<file path="src/rtl/lr35902_dbg_tx_arb.sv">
// rtl/lr35902_dbg_tx_arb.sv - packet round-robin arbiter sharing the debug UART TX byte stream
// Optional DBG_TX_TAG_EN: prefixes each granted segment with tag byte 8'hE0|owner.
module lr35902_dbg_tx_arb #(
  parameter int NUM_REQ  = 4,
  parameter int HOLD_MAX = 8
) (
  input  logic                 clk,
  input  logic                 reset_n,
  input  logic [NUM_REQ-1:0]   req_valid,
  input  logic [8*NUM_REQ-1:0] req_data,
  input  logic [NUM_REQ-1:0]   req_last,
  output logic [NUM_REQ-1:0]   req_ready,
  output logic                 tx_valid,
  output logic [7:0]           tx_data,
  input  logic                 tx_ready,
  output logic [NUM_REQ-1:0]   grant,
  output logic                 busy
);

  localparam int IW = (NUM_REQ > 1) ? $clog2(NUM_REQ) : 1;

  typedef enum logic [1:0] {S_IDLE, S_XFER, S_TAG} state_t;

  state_t          state;
  logic [IW-1:0]   owner;
  logic [IW-1:0]   last_win;
  logic [7:0]      count;
  logic [IW-1:0]   win;
  logic [IW-1:0]   cand;
  logic            found;
  logic            own_valid;
  logic            own_last;
  logic [7:0]      own_data;
  logic            release_now;

  // Search starts just after the previous winner so every valid requester is served in turn.
  always_comb begin
    win   = last_win;
    cand  = last_win;
    found = 1'b0;
    for (int k = 1; k <= NUM_REQ; k++) begin
      cand = IW'((int'(last_win) + k) % NUM_REQ);
      if (!found && req_valid[cand]) begin
        win   = cand;
        found = 1'b1;
      end
    end
  end

  assign own_valid   = req_valid[owner];
  assign own_last    = req_last[owner];
  assign own_data    = req_data[{owner, 3'b000} +: 8];
  assign release_now = own_last || (count == 8'(HOLD_MAX - 1));
  assign busy        = (state != S_IDLE);

  always_comb begin
    tx_valid  = 1'b0;
    tx_data   = 8'h00;
    req_ready = '0;
    case (state)
      S_XFER: begin
        tx_valid  = own_valid;
        tx_data   = own_data;
        req_ready = grant & {NUM_REQ{tx_ready & own_valid}};
      end
`ifdef DBG_TX_TAG_EN
      S_TAG: begin
        tx_valid = 1'b1;
        tx_data  = 8'hE0 | 8'(owner);
      end
`endif
      default: ;
    endcase
  end

  always_ff @(posedge clk or negedge reset_n) begin
    if (!reset_n) begin
      state    <= S_IDLE;
      grant    <= '0;
      owner    <= '0;
      last_win <= IW'(NUM_REQ - 1);
      count    <= 8'd0;
    end else begin
      case (state)
        S_IDLE: begin
          if (found) begin
            owner <= win;
            grant <= {{(NUM_REQ-1){1'b0}}, 1'b1} << win;
`ifdef DBG_TX_TAG_EN
            state <= S_TAG;
`else
            state <= S_XFER;
`endif
          end
        end
`ifdef DBG_TX_TAG_EN
        S_TAG: begin
          if (tx_ready) state <= S_XFER;
        end
`endif
        S_XFER: begin
          // A forced release at HOLD_MAX splits the packet; the remainder re-arbitrates.
          if (own_valid && tx_ready) begin
            if (release_now) begin
              state    <= S_IDLE;
              grant    <= '0;
              last_win <= owner;
              count    <= 8'd0;
            end else begin
              count <= count + 8'd1;
            end
          end
        end
        default: state <= S_IDLE;
      endcase
    end
  end

endmodule

</file>
<file path="config.mk">
export PLATFORM = sky130hd
export DESIGN_NAME = lr35902_dbg_tx_arb
export DESIGN_NICKNAME = d
export VERILOG_FILES = /design/src/rtl/lr35902_dbg_tx_arb.sv
export SDC_FILE = /design/constraint.sdc
export NUM_CORES = 1
export LEC_CHECK = 0
export CORE_ASPECT_RATIO = 0.7
export CORE_MARGIN = 5
export CORE_UTILIZATION = 55
export DETAILED_ROUTE_END_ITERATION = 12
export DONT_BUFFER_PORTS = 1
export GPL_TIMING_DRIVEN = 0
export PLACE_DENSITY = 0.79
export SLEW_MARGIN = 10
export SYNTH_ARGS = -nofsm -noshare
export SYNTH_HDL_FRONTEND = slang
export SYNTH_SLANG_ARGS = --single-unit
export TNS_END_PERCENT = 100
</file>
<file path="constraint.sdc">
create_clock -name clk -period 3.2 [get_ports clk]
set_input_delay 0.96 -clock clk [delete_from_list [all_inputs] [get_ports clk]]
set_output_delay 0.96 -clock clk [all_outputs]
set_load 0.01 [all_outputs]
</file>
Word-level counts from Yosys, hierarchy flattened --
Index checks and enable logic that the tools add are counted.
Storage, ports and cells: bits in registers 18, input port bits 43, output and inout bits 18, logic and storage cells 72
Operators by class: add/sub/neg operators 5, magnitude comparators 5, equality and inequality tests 5, shift operators 2, muxes and demuxes 32, bitwise operators 2, reduce and logical (&&, ||, !) cells 16
Operators with widths (number):
- $shiftx 32x6->8 | 1
- $mux 4 | 4
- $mux 8 | 2
- $lt 2x3->1 const B | 5
- $mux 2 | 7
- $bmux 1 s2 | 6
- $mux 1 | 11
- $add 8x1->8 const B | 1
- $eq 8x3->1 const B | 1
- $pmux 4 s2 | 1
- $ne 2x2->1 const B | 3
- $reduce_and 3->1 | 2
- $add 2x1->2 const B | 2
- $add 2x2->2 const B | 2
- $and 4x4->4 | 1
- $logic_and 1x1->1 | 4
- $pmux 2 s2 | 1
- $reduce_and 2->1 | 2
- $reduce_and 4->1 | 1
- $reduce_bool 2->1 | 2
- $shl 1x2->4 const A | 1
- $logic_not 1->1 | 3
- $eq 2x1->1 const B | 1
- $logic_not 2->1 | 1
- 2 further kinds | 2

Logic depth before layout (Yosys ltp) --
Gate-level depths: netlist (run 1).
depth in word-level cells 16, depth in mapped cells 5, mapped depth without buffers 5

Worst setup path after synthesis (run 1) --
No wires, ideal clock.
kind input port to output port, start input req_valid[3], end output req_ready[0], arrival 1.954 ns, path slack 0.286 ns, stages on the path 4, cell sequence mux4_2 -> and3_1 -> buf_2 -> and2_1
Between the ends: cells in the longest elaborated chain, start to end 5
Ends and longest elaborated chain:
- start: declaration | RTL line 9 | input logic [NUM_REQ-1:0] req_valid,
- $bmux 1 s2 | RTL line 50 | assign own_valid = req_valid[owner];
- $mux 1 (not written as such) | RTL line 50
- $and 1x1->1 | RTL line 64 | req_ready = grant & {NUM_REQ{tx_ready & own_valid}};
- $and 4x4->4 | RTL line 64
- $mux 4 | RTL line 60 | case (state)
- end: declaration | RTL line 12 | output logic [NUM_REQ-1:0] req_ready,
Every way passes these cells. The select of a mux whose other input is x is not followed.

Final worst setup path (run 1) --
Same ends and word-level chain as after synthesis.

==> metrics.md, run 1 <==
| Metric | Value |
|---|---|
| Area of the core | `2155 sq um` |
| Net load switching power | `0.0004706 W` |
| Asr flop ratio synth | `1.000` |
| Post-route insts no fill | `157` |
| Largest family of logic cells by synthesized area | `simple AND/OR/NAND/NOR gates` |
| Placed insts | `153` |
| Nets | `170` |
| Detailed-route via count | `1011` |
| Period utilization | `0.9345` |
| Fin util | `0.6098` |
| Critical path data required time | `2.24 ns` |
| Warnings, synthesis | `0` |
| Critical path class | `in -> out` |
| Most common flop cell mapped by yosys | `dfrtp_1` |
| DRC errors left | `0` |
| Slew Limit Fails | `0` |
| PwrDens | `828.3 nW/um^2` |
| Maximum vdd drop | `408.3 uV` |
| Clk slew on worst S/H paths | `0.11 ns` |
| Hold-fix buffers, CTS | `0` |
| Largest buffer count on any clock path | `2` |
| Layout fillers | `183` |
| Worst Setup Start Kind | `primary input` |
| Post-detail-place hpwl | `2293 um` |
| CP Capture Type | `output port` |
| Port-buffer cells | `0` |
| Clock skew | `0.006440 ns` |
| Synthesized cell area | `1246 sq um` |
| Iteration-0 DRC Markers | `95` |
| Status | `finished clean` |
| Yosys reg bits | `17` |
| Setup TNS | `0 ns` |
| Hold WC Path Type | `in -> async` |
| CTS Root Cell | `clkbuf_4` |
| CTS resizes | `0` |
| Overflow after GRT | `0` |
| Synth Area in Compound Gates | `0.1697` |
| Largest net degree at the start of global routing | `18` |
| Ports | `61` |
| GR Layer Usage met2 | `0.2632` |
| Starting density of the core | `0.5784` |
| Final setup margin | `0.2097 ns` |
| N_diodes | `0` |
| Critical path arrival | `2.03 ns` |
| Synthesized area per cell | `10.30 sq um` |
| Mapped Nets | `165` |
| Cell Int Power | `0.0006176 W` |
| Die H | `49.83 um` |
| Rows | `14` |
| RSZ-0062 raised after global routing | `no` |
| Beginning of the worst register-to-register path | `owner[0]$_DFFE_PN0P_` |
| # Post-CTS Setup Buffers | `0` |
| Post-synthesis cell type count | `32` |
| Fmax | `334.4 MHz` |
| Slew headroom | `0.6533` |
| Cells after synthesis | `121` |
| GRT Total Usage | `0.1827` |
| Switching share of power | `0.4324` |
| Leakage power total | `0.5395 nW` |
| Total Routed Length | `2934 um` |
| Pre-CTS WS | `0.2180 ns` |
| Grt peak-use layer | `met2` |
| Clock buffer count from CTS | `3` |
| Syn-to-layout area delta | `5.422%` |
| Avg WL per Cell | `18.69 um` |
| Vias per cell | `6.439` |
| First-pass detailed-route iteration total | `4` |
| Combinational share of power | `0.543` |
| Clk_lat worst skew | `0.30 ns` |
| Critical path origin | `req_valid[3]` |
| Minimum clock period | `2.990 ns` |
| CTS H-tree lvls | `1` |
| Die width | `66.90 um` |
| Sequential cell area fraction in the yosys report | `0.3434` |
| Clk network pwr share | `0.109` |
| CTS tree | `done` |
| CP max FO | `8` |
| M3 GR Usage | `0.07955` |
| Worst slew pin tran | `0.5201 ns` |
| EDFF count, synth | `0` |
| CTS Sinks | `17` |
| Xor and xnor area share after synthesis | `0` |
| Antenna Nets Post-Route | `0` |
| Sequential power share | `0.348` |
| First-pass GRT wire length | `4595 um` |
| Die area | `3333 sq um` |
| Setup Viol. Count Final | `0` |
| Mux cell area share after synthesis | `0.2048` |
| WHS | `0.3368 ns` |
| Initial antenna violation count | `0` |
| Vias in the first global route | `1001` |
| Hold Fails Final Rpt | `0` |
| Synth Area in Simple Gates | `0.2520` |
| Share of cells above drive strength 1 | `0.1920` |
| M1 GR Usage | `0.2493` |
| Gpl congestion | `0.8023` |
| Post-Synth Adder-Cell Area | `0.01004` |
| Count of max-cap constraint violations | `0` |
[power by group through the flow]
stage | sequential (W) | combinational, W | clock (W)
finish | 0.000379 | 0.000590 | 0.000119
global placement | 0.000379 | 0.000576 | 0
CTS | 0.000379 | 0.000595 | 0.000121
floorplan | 0.000360 | 0.000510 | 0
detailed placement | 0.000382 | 0.000593 | 0
global route | 0.000392 | 0.000656 | 0.000135
[flip-flops by register name, indices dropped and copies added, names as in the netlist]
register,cells
count,8
grant,4
last_win,2
owner,2
state,1
[synthesized netlist by cell type (all sizes together), types with 3 or more instances]
cell type	instances	area share
and2	15	0.077
dfrtp	15	0.30
nand2	14	0.042
mux4	10	0.18
o21ai	8	0.032
nand3	6	0.028
nor2	6	0.024
a21o	5	0.030
a21oi	4	0.016
a22o	4	0.028
nand2b	4	0.020
o32ai	4	0.028
and3	3	0.015
clkbuf	3	0.0090
[worst max-delay path, cell delays in order]
cell and delay, ns:
mux4_2 0.50, and3_1 0.21, buf_2 0.16, and2_1 0.20
[cell type report]
type,instances,area [sq um],share of cell area
well taps,32,40.04,0.03048
clock buffers,3,22.52,0.01714
flip-flops and latches,17,427.9,0.3257
inverters,1,3.754,0.002857
plain buffers,5,21.27,0.01619
multi-input cells,98,793.3,0.6038
clock inverters,1,5.005,0.003810
[stage by stage]
step	power [W]	instance area, sq um
2_1_floorplan	0.0008705	1246
3_3_place_gp	0.0009549	1286
3_5_place_dp	0.0009746	1286
4_1_cts	0.001095	1314
5_1_grt	0.001183	1314
6_report	0.001088	1314
[cell families after synthesis]
group           after synthesis
buf+inv                       6
mux                          12
fa+ha+maj                     1
compound gates               29
simple gates                 56
flops                        17
[path summary, 6_finish.rpt]
kind	end	slack [ns]	depth (start not counted)
min in group clk	count[1]$_DFFE_PN0P_	0.53	2
worst min-delay path	count[3]$_DFFE_PN0P_	0.34	0
worst min register to register	count[1]$_DFFE_PN0P_	0.53	2
worst max register to register	last_win[0]$_DFFE_PN1P_	1.37	4
max in group asynchronous	last_win[0]$_DFFE_PN1P_	2.69	0
worst max-delay path	req_ready[0]	0.21	4
[metal layers]
layer / wire (um) / vias up / share of wire
met5: 0 / - / 0
met1: 1195 / 486 / 0.41
met2: 1414 / 50 / 0.48
met4: 21 / 0 / 0.0072
met3: 301 / 5 / 0.10
li1: - / 470 / -
[cell usage in the layout (no fill, tap or decap), drive strengths merged, types with 3 or more instances in the layout]
cell	count
a21oi	4
and2	15
and3	3
clkbuf	6
o32ai	4
nor2	6
nand3	6
nand2	14
dfrtp	15
o21ai	8
nand2b	4
a22o	4
a21o	5
mux4	10
Power figures use the tool's default switching activity.
==> run 2, diff against run 1 <==
- CAP_MARGIN: unset -> 25
- CORE_MARGIN: 5 -> 3
- CTS_BUF_LIST: unset -> sky130_fd_sc_hd__clkbuf_2
==> run 2 against run 1 <==
Effect of this change:
- register-to-register slack got worse by 0.03 ns
- clock-buffer cell count did not move
- largest power group unchanged
- non-clock buffer count unchanged
- via count grew 2.5%
- maximum frequency is 0.44% lower
- design area fell by 0.76%
==> metrics.md, run 2 (synthesized netlist as in run 1, its figures left out) <==
| Metric | Value |
|---|---|
| CTS Sinks | `17` |
| CTS H-tree lvls | `1` |
| Max reg flops | `8` |
| Critical path class | `in -> out` |
| Clk_lat worst skew | `0.30 ns` |
| Starting density of the core | `0.6229` |
| Count of max-cap constraint violations | `0` |
| Slowest library cell on the worst path | `mux4_2` |
| DRC errors left | `0` |
| First-pass detailed-route iteration total | `4` |
| FF-to-FF End | `count[4]$_DFFE_PN0P_` |
| CTS tree | `done` |
| CP Depth | `4` |
| Vias in the first global route | `958` |
| Hold Fails Final Rpt | `0` |
| Minimum clock period | `3.003 ns` |
| Setup TNS | `0 ns` |
| Buffer and inverter count on the worst path | `1` |
| RSZ-0062 raised after global routing | `no` |
| Critical path data required time | `2.24 ns` |
| PwrDens | `824.3 nW/um^2` |
| Worst slew pin tran | `0.5348 ns` |
| Period utilization | `0.9386` |
| Critical path origin | `req_valid[3]` |
| Antenna Nets Post-Route | `0` |
| Clock skew | `0.006780 ns` |
| Hold-fix buffers, CTS | `0` |
| Most flops, register | `count` |
| CP Capture Type | `output port` |
| Worst path max stage delay | `0.50 ns` |
| Final Cell Area | `1304 sq um` |
| Pre-CTS WS | `0.1952 ns` |
| Iteration-0 DRC Markers | `58` |
| Gpl congestion | `0.8028` |
| CTS resizes | `0` |
| Clock buffer count from CTS | `3` |
| Worst Setup Start Kind | `primary input` |
| Most frequent cells in the layout | `15 x dfrtp_1, 14 x and2_1, 14 x nand2_1` |
| Overflow after GRT | `0` |
| Crit path max-delay family | `multiplexers` |
| Vias per cell | `6.684` |
| R2R depth | `5` |
| Largest buffer count on any clock path | `2` |
| Area of the core | `2001 sq um` |
| Nets | `170` |
| Layout fillers | `159` |
| GRT Total Usage | `0.2254` |
| Syn-to-layout area delta | `4.618%` |
| Setup Viol. Count Final | `0` |
| GR Layer Usage met2 | `0.4193` |
| Rows | `13` |
| R2r setup slk | `1.34 ns` |
| Slew headroom | `0.6402` |
| Post-detail-place hpwl | `2498 um` |
| FF+latch area | `427.9 sq um` |
| Initial antenna violation count | `0` |
| Ports | `61` |
| Total Routed Length | `3072 um` |
| Maximum vdd drop | `360.7 uV` |
| M1 GR Usage | `0.2500` |
| CP Cell Sequence | `mux4_2 -> and3_1 -> buf_2 -> and2_1` |
| Hold WC Path Type | `in -> async` |
| CTS Root Cell | `clkbuf_2` |
| Die area | `2882 sq um` |
| Critical Path End | `req_ready[1]` |
| Area post-placement | `1284 sq um` |
| Clk slew on worst S/H paths | `0.16 ns` |
| Avg WL per Cell | `19.82 um` |
| Share of cells above drive strength 1 | `0.1920` |
| Fin util | `0.6517` |
| Critical path arrival | `2.04 ns` |
| Final setup margin | `0.1966 ns` |
| # Post-CTS Setup Buffers | `0` |
| First-pass GRT wire length | `4809 um` |
| Fmax | `333.0 MHz` |
| Die H | `45.83 um` |
| Die width | `62.90 um` |
| Beginning of the worst register-to-register path | `owner[0]$_DFFE_PN0P_` |
| Top Registers | `count: 8 flops, grant: 4 flops` |
| Grt peak-use layer | `met2` |
| N_diodes | `0` |
| Pwr Total | `0.001075 W` |
| Slew Limit Fails | `0` |
| M3 GR Usage | `0.08642` |
| Leakage power total | `0.5381 nW` |
| Multi-input logic area | `793.3 sq um` |
| Status | `finished clean` |
| Commonest non-fill, non-tap cell in the layout | `dfrtp_1` |
| Largest net degree at the start of global routing | `18` |
| Detailed-route via count | `1036` |
| Port-buffer cells | `0` |
| CP max FO | `8` |
## run 2: cell counts in the layout (fill, tap and decap cells not counted)
Identical to the previous run, type by type.
## run 2: final cells by class
type	count	share of cell area
Buffer	5	0.01631
Tap cell	30	0.02879
Clock buffer	3	0.01152
Clock inverter	1	0.003839
Multi-Input combinational cell	98	0.6084
Inverter	1	0.002879
Sequential cell	17	0.3282
## run 2: metrics by stage
step / hold WS (ns) / cells
floorplan: 0.4800 / 121
finish: 0.3243 / 155
global placement: 0.5080 / 151
CTS: 0.3135 / 155
detailed placement: 0.5405 / 151
global route: 0.2795 / 155
## run 2: worst reg2reg max path, stage by stage (launching register included)
cell and delay (ns):
dfrtp_1 0.44, mux4_2 0.57, and3_1 0.21, buf_2 0.16, and2_4 0.16, a22o_1 0.21
## run 2: how the worst min path moves through the flow
stage,from,endpoint,slack (ns),cells past startpoint
6_report,reset_n,owner[1]$_DFFE_PN0P_,0.32,0
4_1_cts,reset_n,count[3]$_DFFE_PN0P_,0.31,0
5_1_grt,reset_n,owner[1]$_DFFE_PN0P_,0.28,0
3_3_place_gp,count[1]$_DFFE_PN0P_,count[1]$_DFFE_PN0P_,0.51,2
2_1_floorplan,count[1]$_DFFE_PN0P_,count[1]$_DFFE_PN0P_,0.48,2
3_5_place_dp,count[1]$_DFFE_PN0P_,count[1]$_DFFE_PN0P_,0.54,2
## run 2: report_power, final
| group | internal [W] | total, W | switching, W |
|---|---|---|---|
| sequential | 0.000291 | 0.000385 | 0.0000947 |
| combinational | 0.000281 | 0.000594 | 0.000313 |
| clock | 0.0000283 | 0.0000953 | 0.0000670 |
## run 2: layer usage
metal	vias up	part of all wire
met5	-	0
li1	467	-
met1	492	0.38
met3	4	0.11
met4	0	0.0085
met2	73	0.50
==> variant 1, RTL diff (flow settings as in run 1) <==
Encoding of `state_t`: now one-hot (3 bits for 3 states).
--- a/src/rtl/lr35902_dbg_tx_arb.sv
+++ b/src/rtl/lr35902_dbg_tx_arb.sv
@@ -20,5 +20,5 @@
   localparam int IW = (NUM_REQ > 1) ? $clog2(NUM_REQ) : 1;
 
-  typedef enum logic [1:0] {S_IDLE, S_XFER, S_TAG} state_t;
+  typedef enum logic [2:0] {S_IDLE = 3'b001, S_XFER = 3'b010, S_TAG = 3'b100} state_t;
 
   state_t          state;
Formal check against the unedited RTL: no difference found for any inputs over 10 cycles, from zero or initial values and one cycle with reset_n low; not proved beyond that.
==> variant 1 against run 1 <==
- sequential cell count up 1
- wire length increased by 14%
- power up 21%
- utilization up 0.64 points
- synthesized area grew 15%
- worst setup slack better by 0.070 ns
- cell area up 16%
- critical path depth unchanged
- clock skew decreased by 0.0018 ns
- largest power group unchanged
==> variant 1: results (changes against run 1) <==
metric,value,unit,change
status,completed,,unchanged
vias in the first global route,1065,,was 1001
CTS Root Cell,clkbuf_8,,was clkbuf_4
static leakage,0.671,nW,was 0.539 nW
inverters,6,,was 1
routed wl met2,1690,µm,was 1410 µm
vias per cell,6.17,,was 6.44
# rows,15,,was 14
CP arrival,1.96,ns,was 2.03 ns
largest net degree at the start of global routing,19,,was 18
pre-CTS setup slack,0.301,ns,was 0.218 ns
WL/cell,19.2,µm,was 18.7 µm
FF/Latch Area,454,µm²,was 428 µm²
Fillers,200,,was 183
M1 GR Usage,0.244,,was 0.249
Signal buf overhead,0.0254,,was 0.0162
peak supply drop,0.387,mV,was 0.408 mV
Cell variety after synth,43,,was 32
sequential cell area share,0.298,,was 0.326
Mapped Cells,136,,was 121
first-pass GRT wire length,5300,µm,was 4600 µm
mux contribution to synthesized area,0.240,,was 0.205
met3 WL post-DR,249,µm,was 301 µm
share of layout cells above drive strength 1,0.236,,was 0.192
#MultiIn Comb,105,,was 98
area fraction in compound gates after synthesis,0.102,,was 0.170
==> variant 1: cell count changes in the layout (fill, tap and decap cells not counted), moves of 5 or more <==
cell | run 1 | this run
inv_1 | 1 | 6
o21ai_0 | 8 | 1
a21o_1 | 5 | 0
xor2_1 | 0 | 7
nor2_1 | 5 | 10
nand2_1 | 14 | 6
==> variant 1: path summary, 6_finish.rpt <==
check                        startpoint            to  slack (ns)  depth (start not counted)
max                        req_valid[3]  req_ready[1]        0.28                          4
min                             reset_n      grant[0]        0.40                          0
max reg2reg                 last_win[1]      grant[0]        1.21                          6
min reg2reg                    count[0]      count[0]        0.57                          2
max in group asynchronous       reset_n      state[0]        2.63                          0
min in group clk               count[0]      count[0]        0.57                          2
==> variant 1: power by group <==
group	internal [mW]	total, mW	switching, mW
combinational	0.375	0.765	0.390
sequential	0.318	0.395	0.0769
clock	0.0883	0.161	0.0724
==> variant 1: worst max-delay path, stage by stage <==
cell,delay [ns]
mux2i_1,0.10
o2bb2ai_1,0.40
buf_2,0.29
and2_1,0.20
==> variant 2, RTL diff (flow settings as in run 1) <==
Without the edit above. Build with the macro `DBG_TX_TAG_EN` defined.
--- a/src/rtl/lr35902_dbg_tx_arb.sv
+++ b/src/rtl/lr35902_dbg_tx_arb.sv
@@ -1,4 +1,6 @@
 // rtl/lr35902_dbg_tx_arb.sv - packet round-robin arbiter sharing the debug UART TX byte stream
 // Optional DBG_TX_TAG_EN: prefixes each granted segment with tag byte 8'hE0|owner.
+`define DBG_TX_TAG_EN
+
 module lr35902_dbg_tx_arb #(
   parameter int NUM_REQ  = 4,
Check against the original RTL: not equivalent (a bounded check fails within 4 cycles, from zero or initial values and one cycle with reset_n low).
==> variant 2 against run 1 <==
- power rose by 25%
- non-clock buffer count rose by 3
- sequential share of layout area fell by 3.2 points
- synthesized area rose by 16%
- wire length rose by 27%
- sequential cell count rose by 1
- worst setup slack got worse by 0.083 ns
- cell area rose by 17%
- register-to-register slack got worse by 0.23 ns
- clock power rose by 61%
- largest power group unchanged
==> variant 2: results (changes against run 1) <==
metric,value,unit,change
Psw,594,µW,was 471 µW
peak supply drop,0.527,mV,was 0.408 mV
worst r2r path cells,4,,unchanged
"slowest stage cell, crit path",mux4_2,,unchanged
Mapped Cells,153,,was 121
gr usage total,0.202,,was 0.183
Combinational Power Share,0.554,,was 0.543
Cell variety after synth,42,,was 32
share of layout cells above drive strength 1,0.159,,was 0.192
"Seq/Total Area, Yosys",0.313,,was 0.343
CTS Root Cell,clkbuf_8,,was clkbuf_4
first-pass GRT wire length,5920,µm,was 4600 µm
Crit path max-delay family,multiplexers,,unchanged
Worst Setup SP,req_valid[3],,unchanged
largest net degree at the start of global routing,19,,was 18
Syn Nets,201,,was 165
CP arrival,2.11,ns,was 2.03 ns
hpwl dp,2880,µm,was 2290 µm
fmax,0.325,GHz,was 0.334 GHz
min-delay worst type,primary input to asynchronous set/reset pin,,unchanged
RR Startpoint,owner[0],,unchanged
Fillers,204,,was 183
Antenna Cells,0,,unchanged
YS warnings,0,,unchanged
flop2flop setup slack,1.14,ns,was 1.37 ns
Routability Congestion,0.834,,was 0.802
Commonest cells post-synth,"16 x dfrtp_1, 12 x nand2_1, 9 x a21oi_1",,"was 15 x dfrtp_1, 14 x and2_1, 14 x nand2_1, 10 x mux4_2, 8 x o21ai_0"
largest cells by area after synthesis,"dfrtp_1 28%, mux4_2 12%, ha_1 4.3%",,"was dfrtp_1 30%, mux4_2 18%, and2_1 7.0%"
Nets,206,,was 170
routed vias,1257,,was 1011
vias per cell,6.58,,was 6.44
Placed Area,1490,µm²,was 1290 µm²
WHS,0.388,ns,was 0.337 ns
clk buf depth,2,,unchanged
pre-CTS setup slack,0.147,ns,was 0.218 ns
Top Registers,"count: 8 flops, grant: 4 flops",,unchanged
initial DRC count,135,,was 95
initial antenna violation count,0,,unchanged
Post CTS Setup Buffer Count,0,,unchanged
htree depth,1,,unchanged
drt total wl,3720,µm,was 2930 µm
"Reg clk slew, reported paths",0.07,ns,was 0.11 ns
Cells after DPL,187,,was 153
PortBufs,0,,unchanged
status,completed,,unchanged
clock buffer count from CTS,3,,unchanged
static leakage,0.637,nW,was 0.539 nW
max incr delay on CP,0.51,ns,
clock latency on the worst-skew pair,0.26,ns,was 0.30 ns
CP max FO,8,,unchanged
r2r endpoint,last_win[0],,unchanged
asr flop ratio synth,1.00,,unchanged
First-pass DRT Iterations,5,,was 4
sequential power,417,µW,was 379 µW
Worst Tran Pin Value,0.607,ns,was 0.520 ns
Design Power,1.36,mW,was 1.09 mW
end point of the critical path,req_ready[2],,was req_ready[0]
Clock Skews,0.00145,ns,was 0.00644 ns
[variant 2: cell types whose count changed after synthesis, sizes merged, moves of 3 or more]
cell,change
and2,-7
a21oi,+5
inv,+5
nor2b,+5
a21o,-4
ha,+4
mux2,+4
and3,+3
mux2i,+3
nor2,+3
nor3,+3
[variant 2: layer usage]
layer  part of all wire  wire [µm]  global-route usage
met5                  0          0                   0
met4              0.010         38              0.0469
met3              0.071        263              0.0626
met2               0.50       1850               0.326
met1               0.42       1570               0.266
[variant 2: final cells by class]
type / instances / area (µm²) / share of cell area
clock buffer: 4 / 55.1 / 0.0357
multi-input combinational: 121 / 937 / 0.607
sequential: 18 / 453 / 0.294
inverter: 6 / 22.5 / 0.0146
buffer: 8 / 32.5 / 0.0211
tap: 34 / 42.5 / 0.0276
[variant 2: cells by family after synthesis]
logic type      synth area share
mux                        0.195
flops                      0.313
buf+inv                   0.0381
fa+ha+maj                 0.0433
simple gates               0.227
compound gates             0.184
